## src/rtl/digital_scan_ctrl.sv

```systemverilog
// digital_scan_ctrl
//   Scan scheduler for a multiplexed common-anode 7-segment display.
//   Lights DIGITS digits in turn for DWELL cycles each, then holds all
//   selects off for BLANK anti-ghost cycles. A 4-bit PWM dims the segments,
//   completed frames are counted, and a CPU-visible CTRL/STATUS pair is
//   exposed on a one-bit word address.
//
// Ports
//   clk             in   1   system clock
//   reset           in   1   synchronous, active-high
//   enable          in   1   bus write strobe for this block
//   Addr            in   1   word select: 0 = CTRL, 1 = STATUS (read-only)
//   data_in         in  32   write data; CTRL uses bit0 = en, bits[7:4] = duty
//   data_return_cpu out 32   read data, combinational on Addr
//   digit_idx       out  3   digit currently being scanned
//   digit_sel       out  8   one-hot digit select, all zero while blanking/idle
//   seg_on          out  1   segment enable for the code datapath (PWM gated)
//   frame_tick      out  1   one-cycle pulse when the scan wraps to digit 0

module digital_scan_ctrl #(
    parameter int unsigned DIGITS = 4,
    parameter int unsigned DWELL  = 20,
    parameter int unsigned BLANK  = 2
) (
    input  logic        clk,
    input  logic        reset,
    input  logic        enable,
    input  logic        Addr,
    input  logic [31:0] data_in,
    output logic [31:0] data_return_cpu,
    output logic [2:0]  digit_idx,
    output logic [7:0]  digit_sel,
    output logic        seg_on,
    output logic        frame_tick
);

    typedef enum logic [1:0] {
        ST_IDLE = 2'd0,
        ST_ON   = 2'd1,
        ST_BLK  = 2'd2
    } state_e;

    localparam logic [2:0]  LAST_IDX   = 3'(DIGITS - 1);
    localparam logic [15:0] DWELL_LAST = 16'(DWELL - 1);
    localparam logic [15:0] BLANK_LAST = (BLANK > 0) ? 16'(BLANK - 1) : 16'd0;
    localparam bit          HAS_BLANK  = (BLANK > 0);

    // CPU control register
    logic        en_q, en_d;
    logic [3:0]  duty_q, duty_d;

    // Scan sequencer
    state_e      state_q, state_d;
    logic [2:0]  idx_q, idx_d;
    logic [15:0] dwell_q, dwell_d;
    logic [15:0] blank_q, blank_d;
    logic [3:0]  pwm_q, pwm_d;
    logic [3:0]  duty_sh_q, duty_sh_d;
    logic [15:0] frame_cnt_q, frame_cnt_d;

    // Registered outputs
    logic [7:0]  digit_sel_q, digit_sel_d;
    logic        seg_on_q, seg_on_d;
    logic        frame_tick_q, frame_tick_d;

    logic        advance;
    logic        go_idle;

    always_comb begin
        // NOTE: every _d starts from its hold value so no branch of the case below can infer a latch.
        en_d         = en_q;
        duty_d       = duty_q;
        state_d      = state_q;
        idx_d        = idx_q;
        dwell_d      = dwell_q;
        blank_d      = blank_q;
        pwm_d        = pwm_q;
        duty_sh_d    = duty_sh_q;
        frame_cnt_d  = frame_cnt_q;
        frame_tick_d = 1'b0;
        advance      = 1'b0;
        go_idle      = 1'b0;

        // The write lands this edge; the sequencer below still steers from the
        // pre-write en_q/duty_q, so a write acts one cycle later.
        if (enable && !Addr) begin
            en_d   = data_in[0];
            duty_d = data_in[7:4];
        end

        case (state_q)
            ST_IDLE: begin
                if (en_q) begin
                    state_d   = ST_ON;
                    idx_d     = 3'd0;
                    dwell_d   = 16'd0;
                    pwm_d     = 4'd0;
                    duty_sh_d = duty_q;
                end
            end
            ST_ON: begin
                if (!en_q) begin
                    go_idle = 1'b1;
                end else if (dwell_q == DWELL_LAST) begin
                    if (HAS_BLANK) begin
                        state_d = ST_BLK;
                        blank_d = 16'd0;
                    end else begin
                        advance = 1'b1;
                    end
                end else begin
                    dwell_d = dwell_q + 16'd1;
                    pwm_d   = pwm_q + 4'd1;
                end
            end
            ST_BLK: begin
                if (!en_q) begin
                    go_idle = 1'b1;
                end else if (blank_q == BLANK_LAST) begin
                    advance = 1'b1;
                end else begin
                    blank_d = blank_q + 16'd1;
                end
            end
            default: go_idle = 1'b1;
        endcase

        if (go_idle) begin
            state_d = ST_IDLE;
            idx_d   = 3'd0;
            dwell_d = 16'd0;
            blank_d = 16'd0;
            pwm_d   = 4'd0;
        end

        // Start of the next digit's ON period: this is the only place the
        // shadow duty is refreshed, so brightness never changes mid-digit.
        if (advance) begin
            state_d   = ST_ON;
            dwell_d   = 16'd0;
            pwm_d     = 4'd0;
            duty_sh_d = duty_q;
            if (idx_q == LAST_IDX) begin
                idx_d        = 3'd0;
                frame_tick_d = 1'b1;
                frame_cnt_d  = frame_cnt_q + 16'd1;
            end else begin
                idx_d = idx_q + 3'd1;
            end
        end

        // Outputs are registered from next-state values so they line up with
        // the state they describe.
        digit_sel_d = (state_d == ST_ON) ? (8'd1 << idx_d) : 8'd0;
        seg_on_d    = (state_d == ST_ON) && (pwm_d < duty_sh_d);
    end

    always_ff @(posedge clk) begin
        // NOTE: state is updated with non-blocking assignments so every flop samples pre-edge values.
        if (reset) begin
            en_q         <= 1'b0;
            duty_q       <= 4'd0;
            state_q      <= ST_IDLE;
            idx_q        <= 3'd0;
            dwell_q      <= 16'd0;
            blank_q      <= 16'd0;
            pwm_q        <= 4'd0;
            duty_sh_q    <= 4'd0;
            frame_cnt_q  <= 16'd0;
            digit_sel_q  <= 8'd0;
            seg_on_q     <= 1'b0;
            frame_tick_q <= 1'b0;
        end else begin
            en_q         <= en_d;
            duty_q       <= duty_d;
            state_q      <= state_d;
            idx_q        <= idx_d;
            dwell_q      <= dwell_d;
            blank_q      <= blank_d;
            pwm_q        <= pwm_d;
            duty_sh_q    <= duty_sh_d;
            frame_cnt_q  <= frame_cnt_d;
            digit_sel_q  <= digit_sel_d;
            seg_on_q     <= seg_on_d;
            frame_tick_q <= frame_tick_d;
        end
    end

    always_comb begin
        if (Addr) begin
            data_return_cpu = {frame_cnt_q, 8'b0, 3'b0, state_q, idx_q};
        end else begin
            data_return_cpu = {24'b0, duty_q, 3'b0, en_q};
        end
    end

    assign digit_idx  = idx_q;
    assign digit_sel  = digit_sel_q;
    assign seg_on     = seg_on_q;
    assign frame_tick = frame_tick_q;

    // Write-data bits with no CTRL field behind them.
    logic unused_data;
    assign unused_data = ^{data_in[31:8], data_in[3:1]};

endmodule

```

## config.mk

```make
export PLATFORM = sky130hd
export DESIGN_NAME = digital_scan_ctrl
export DESIGN_NICKNAME = d
export VERILOG_FILES = /design/src/rtl/digital_scan_ctrl.sv
export SDC_FILE = /design/constraint.sdc
export NUM_CORES = 1
export LEC_CHECK = 0
export CORE_MARGIN = 8
export CORE_UTILIZATION = 35
export CTS_CLUSTER_SIZE = 10
export DETAILED_ROUTE_END_ITERATION = 16
export PLACE_DENSITY_LB_ADDON = 0.08
export SYNTH_ARGS = -nofsm -noshare
export SYNTH_HDL_FRONTEND = slang
export SYNTH_SLANG_ARGS = --single-unit
```

## constraint.sdc

```tcl
create_clock -name clk -period 2.63 [get_ports clk]
set_clock_uncertainty 0.15 [all_clocks]
set_input_delay 0.3945 -clock clk [delete_from_list [all_inputs] [get_ports clk]]
set_output_delay 0.3945 -clock clk [all_outputs]
set_load 0.02 [all_outputs]
```

==> results_dict.tcl <==
set metrics [dict create \
    slew_violations 0 \
    coreArea_sq_mm 0.0107 \
    synth_top_cell_area_share_pct 39.8 \
    cts_root_buf "clkbuf_8" \
    overflow 0 \
    cts_tree "done" \
    postRouteAntennaNets 0 \
    dp.cells 664 \
    yosys.area.top_type "dfxtp_1" \
    gp_congestion 0.748 \
    synth-compound-area-share_pct 10.2 \
    yosys.area_share.adder_pct 3.93 \
    ys_ff_latch 76 \
    rows 38 \
    tightest_slew_ps 493 \
    synth-main-ff-cell "dfxtp_1" \
    swShare_pct 23.6 \
    drt_pass1_iterations 4 \
    syn-instance-count 456 \
    synth_top_family_by_area "simple AND/OR/NAND/NOR gates" \
    finalCritPeriodShare_pct 94.0 \
    place_hpwl_um 6410 \
    ir_drop_v 0.000245 \
    required_ps 2720 \
    grt_start_max_net_pins 34 \
    fin_nets 586 \
    p_comb_share_pct 7.1 \
    via_per_inst 4.73 \
    vias 3234 \
    arrival_ps 2560 \
    clockBufferDepth 2 \
    p_int_uw 1760 \
    drt-total-wl_um 8500 \
    cp_cell_sequence "ha_4, nor4b_4, nand4_1, nand2_1, mux2_2, a22oi_2, nor2_1, ha_1, o21a_1, o31ai_1, a21o_1" \
    drive_gt1_share_pct 16.0 \
    maxSlewHeadroom_pct 66.9 \
    ys_seq_area_share_pct 39.8 \
    port_buffers 45 \
    postSynthAreaPerCell_sq_um 8.38 \
    grt_util_all_layers_pct 12.0 \
    hold_viol_final 0 \
    ys_warn_count 0 \
    synth_area_sq_mm 0.00382 \
    crit_path_top_delay_cell "dfxtp_2" \
    cts_buffers 9 \
    drt_iter0_markers 131 \
    fin_util_pct 46.5 \
    period_needed_ps 2470 \
    cts_sinks 76 \
    criticalPathCategory "reg2reg" \
    max_stage_delay_ps 370 \
    cts_hold_buf 0 \
    p_leak_uw 0.00180 \
    synth_edf_count 0 \
    synth_xor_area_share_pct 7.79 \
    hp-class "reg2reg" \
    antenna_found_initial 0 \
    fin_cells 683 \
    power.total_uw 2300 \
    die_width_um 120 \
    rsz0062_at_grt "false" \
    final-setup-viol-count 0 \
    p_seq_share_pct 50.4 \
    status "completed" \
    power.density_mw_per_mm2 460 \
    drv_cap 0 \
    start_util_pct 35.6 \
    crit_path_start_kind "register" \
    grt_pass1_wl_um 14500 \
    yosys.area_share.simple_pct 29.2 \
    pin_count 81 \
    synthTopCellsByArea "dfxtp_1 40%, nor2_1 7.0%, xnor2_1 5.7%" \
    switching_power_uw 542 \
    grt_pass1_vias 3090 \
    dp_slack_ps -128 \
    power.share.clock_pct 42.5 \
    clkTransAtPathRegs_ps 80 \
    crit_fanout 3 \
    diodes 0 \
    critPathCaptureType "register" \
    worstSkewPairLatency_ps 340 \
    die_h_um 120 \
    async_reset_ff_share_pct 0 \
    die_area_sq_mm 0.0145 \
    timing.fmax_ghz 0.405 \
    worst_slack_ps 158 \
    synth.area.mux_share_pct 3.57 \
    wl_per_cell_um 12.4 \
    ys_types 52 \
    syn2layout_area_growth_pct 30.8 \
    htree_levels 3 \
    drc_errors 0 \
]
stage by stage:
| stage | cell area (sq um) | TNS, ps | hold WS (ps) |
|---|---|---|---|
| floorplan | 3850 | 0 | 307 |
| global placement | 4660 | -620 | 322 |
| detailed placement | 4660 | -847 | 328 |
| CTS | 4880 | 0 | 341 |
| global route | 5000 | 0 | 374 |
| finish | 5000 | 0 | 342 |
power groups by stage:
stage / registers [uW] / clock network (uW) / logic, uW
CTS: 1160 / 1020 / 161
finish: 1160 / 979 / 162
global route: 1160 / 1060 / 181
floorplan: 1190 / 0 / 100
global placement: 1190 / 0 / 160
detailed placement: 1190 / 0 / 159
flip-flops by register name, summed over array words and instances (netlist names):
name and flops:
digit_idx 3, blank_q 16, digit_sel 8, pwm_q 4, duty_sh_q 4, frame_cnt_q 16
en_q 1, duty_q 4, frame_tick 1, state_q 2, seg_on 1, dwell_q 16
worst paths after layout:
path	depth (start not counted)	slack [ps]	from	end
hold reg to reg	2	340	frame_cnt_q[1]$_SDFFE_PP0P_	frame_cnt_q[1]$_SDFFE_PP0P_
setup / recovery	11	160	dwell_q[0]$_SDFFE_PP0P_	seg_on$_SDFF_PP0_
setup reg to reg	11	160	dwell_q[0]$_SDFFE_PP0P_	seg_on$_SDFF_PP0_
hold / removal	2	340	frame_cnt_q[1]$_SDFFE_PP0P_	frame_cnt_q[1]$_SDFFE_PP0P_
metal layers:
metal	GRT usage [%]	up-vias	wire (um)
met2	19.7	43	3870
met5	0	-	0
met1	15.1	1467	4160
met4	4.76	0	99
met3	2.61	6	369
li1	-	1718	-
synthesized netlist by cell type (3+ instances only):
master,instances
a211oi_1,5
or3_1,7
and3_1,5
nand4_1,8
a31o_2,4
ha_1,12
mux2i_1,8
xor2_1,9
nor2b_1,8
o21ai_0,13
nor3b_1,6
nand2_1,32
nand2b_1,3
inv_1,17
and2_1,25
nand3_1,16
nor3_1,19
o31ai_1,3
clkbuf_1,12
nor2_1,71
buf_2,5
a22oi_1,4
a21oi_1,12
nor4_1,8
buf_4,9
xnor2_1,25
dfxtp_1,76
and4_1,4
layout make-up:
| cell class | instances | area, sq um |
|---|---|---|
| fillers | 1069 | 5750 |
| flip-flops and latches | 76 | 1520 |
| inverters | 17 | 63.8 |
| clock inverters | 6 | 87.6 |
| well taps | 140 | 175 |
| multi-input cells | 343 | 2220 |
| clock buffers | 10 | 128 |
| repair buffers | 91 | 796 |
placed cells by master, fill, tap and decap left out, types with 3 or more instances in the layout:
cell,count
dfxtp_1,74
nor2_1,70
buf_4,46
clkdlybuf4s50_1,45
nand2_1,32
and2_1,25
xnor2_1,25
nor3_1,19
inv_1,17
nand3_1,16
o21ai_0,12
a21oi_1,11
ha_1,11
xor2_1,9
clkbuf_8,9
nand4_1,8
mux2i_1,8
nor2b_1,8
conb_1,8
or3_1,7
nor4_1,6
nor3b_1,6
and3_1,5
a211oi_1,5
a31o_2,4
nand2b_1,3
o21ai_1,3
a22oi_1,3
logic make-up after synthesis:
family	count (synthesis)
simple gates	219
flops	76
compound gates	58
buf+inv	44
xor+xnor	34
fa+ha+maj	12
mux	12
other cells	1
what timing repair did:
item	CTS	global route
pin swaps	0	4
setup endpoints to repair	9	31
buffers inserted	0	3
gates resized for setup	3	20
worst max-delay path, delay by kind of cell (launching register included):
family	cells	cell delay, ps
AOI/OAI and AO/OA	4	500
DFF	1	370
and+or+nand+nor	4	600
muxes	1	340
adders and majority gates	2	410
Power figures use the tool's default switching activity.
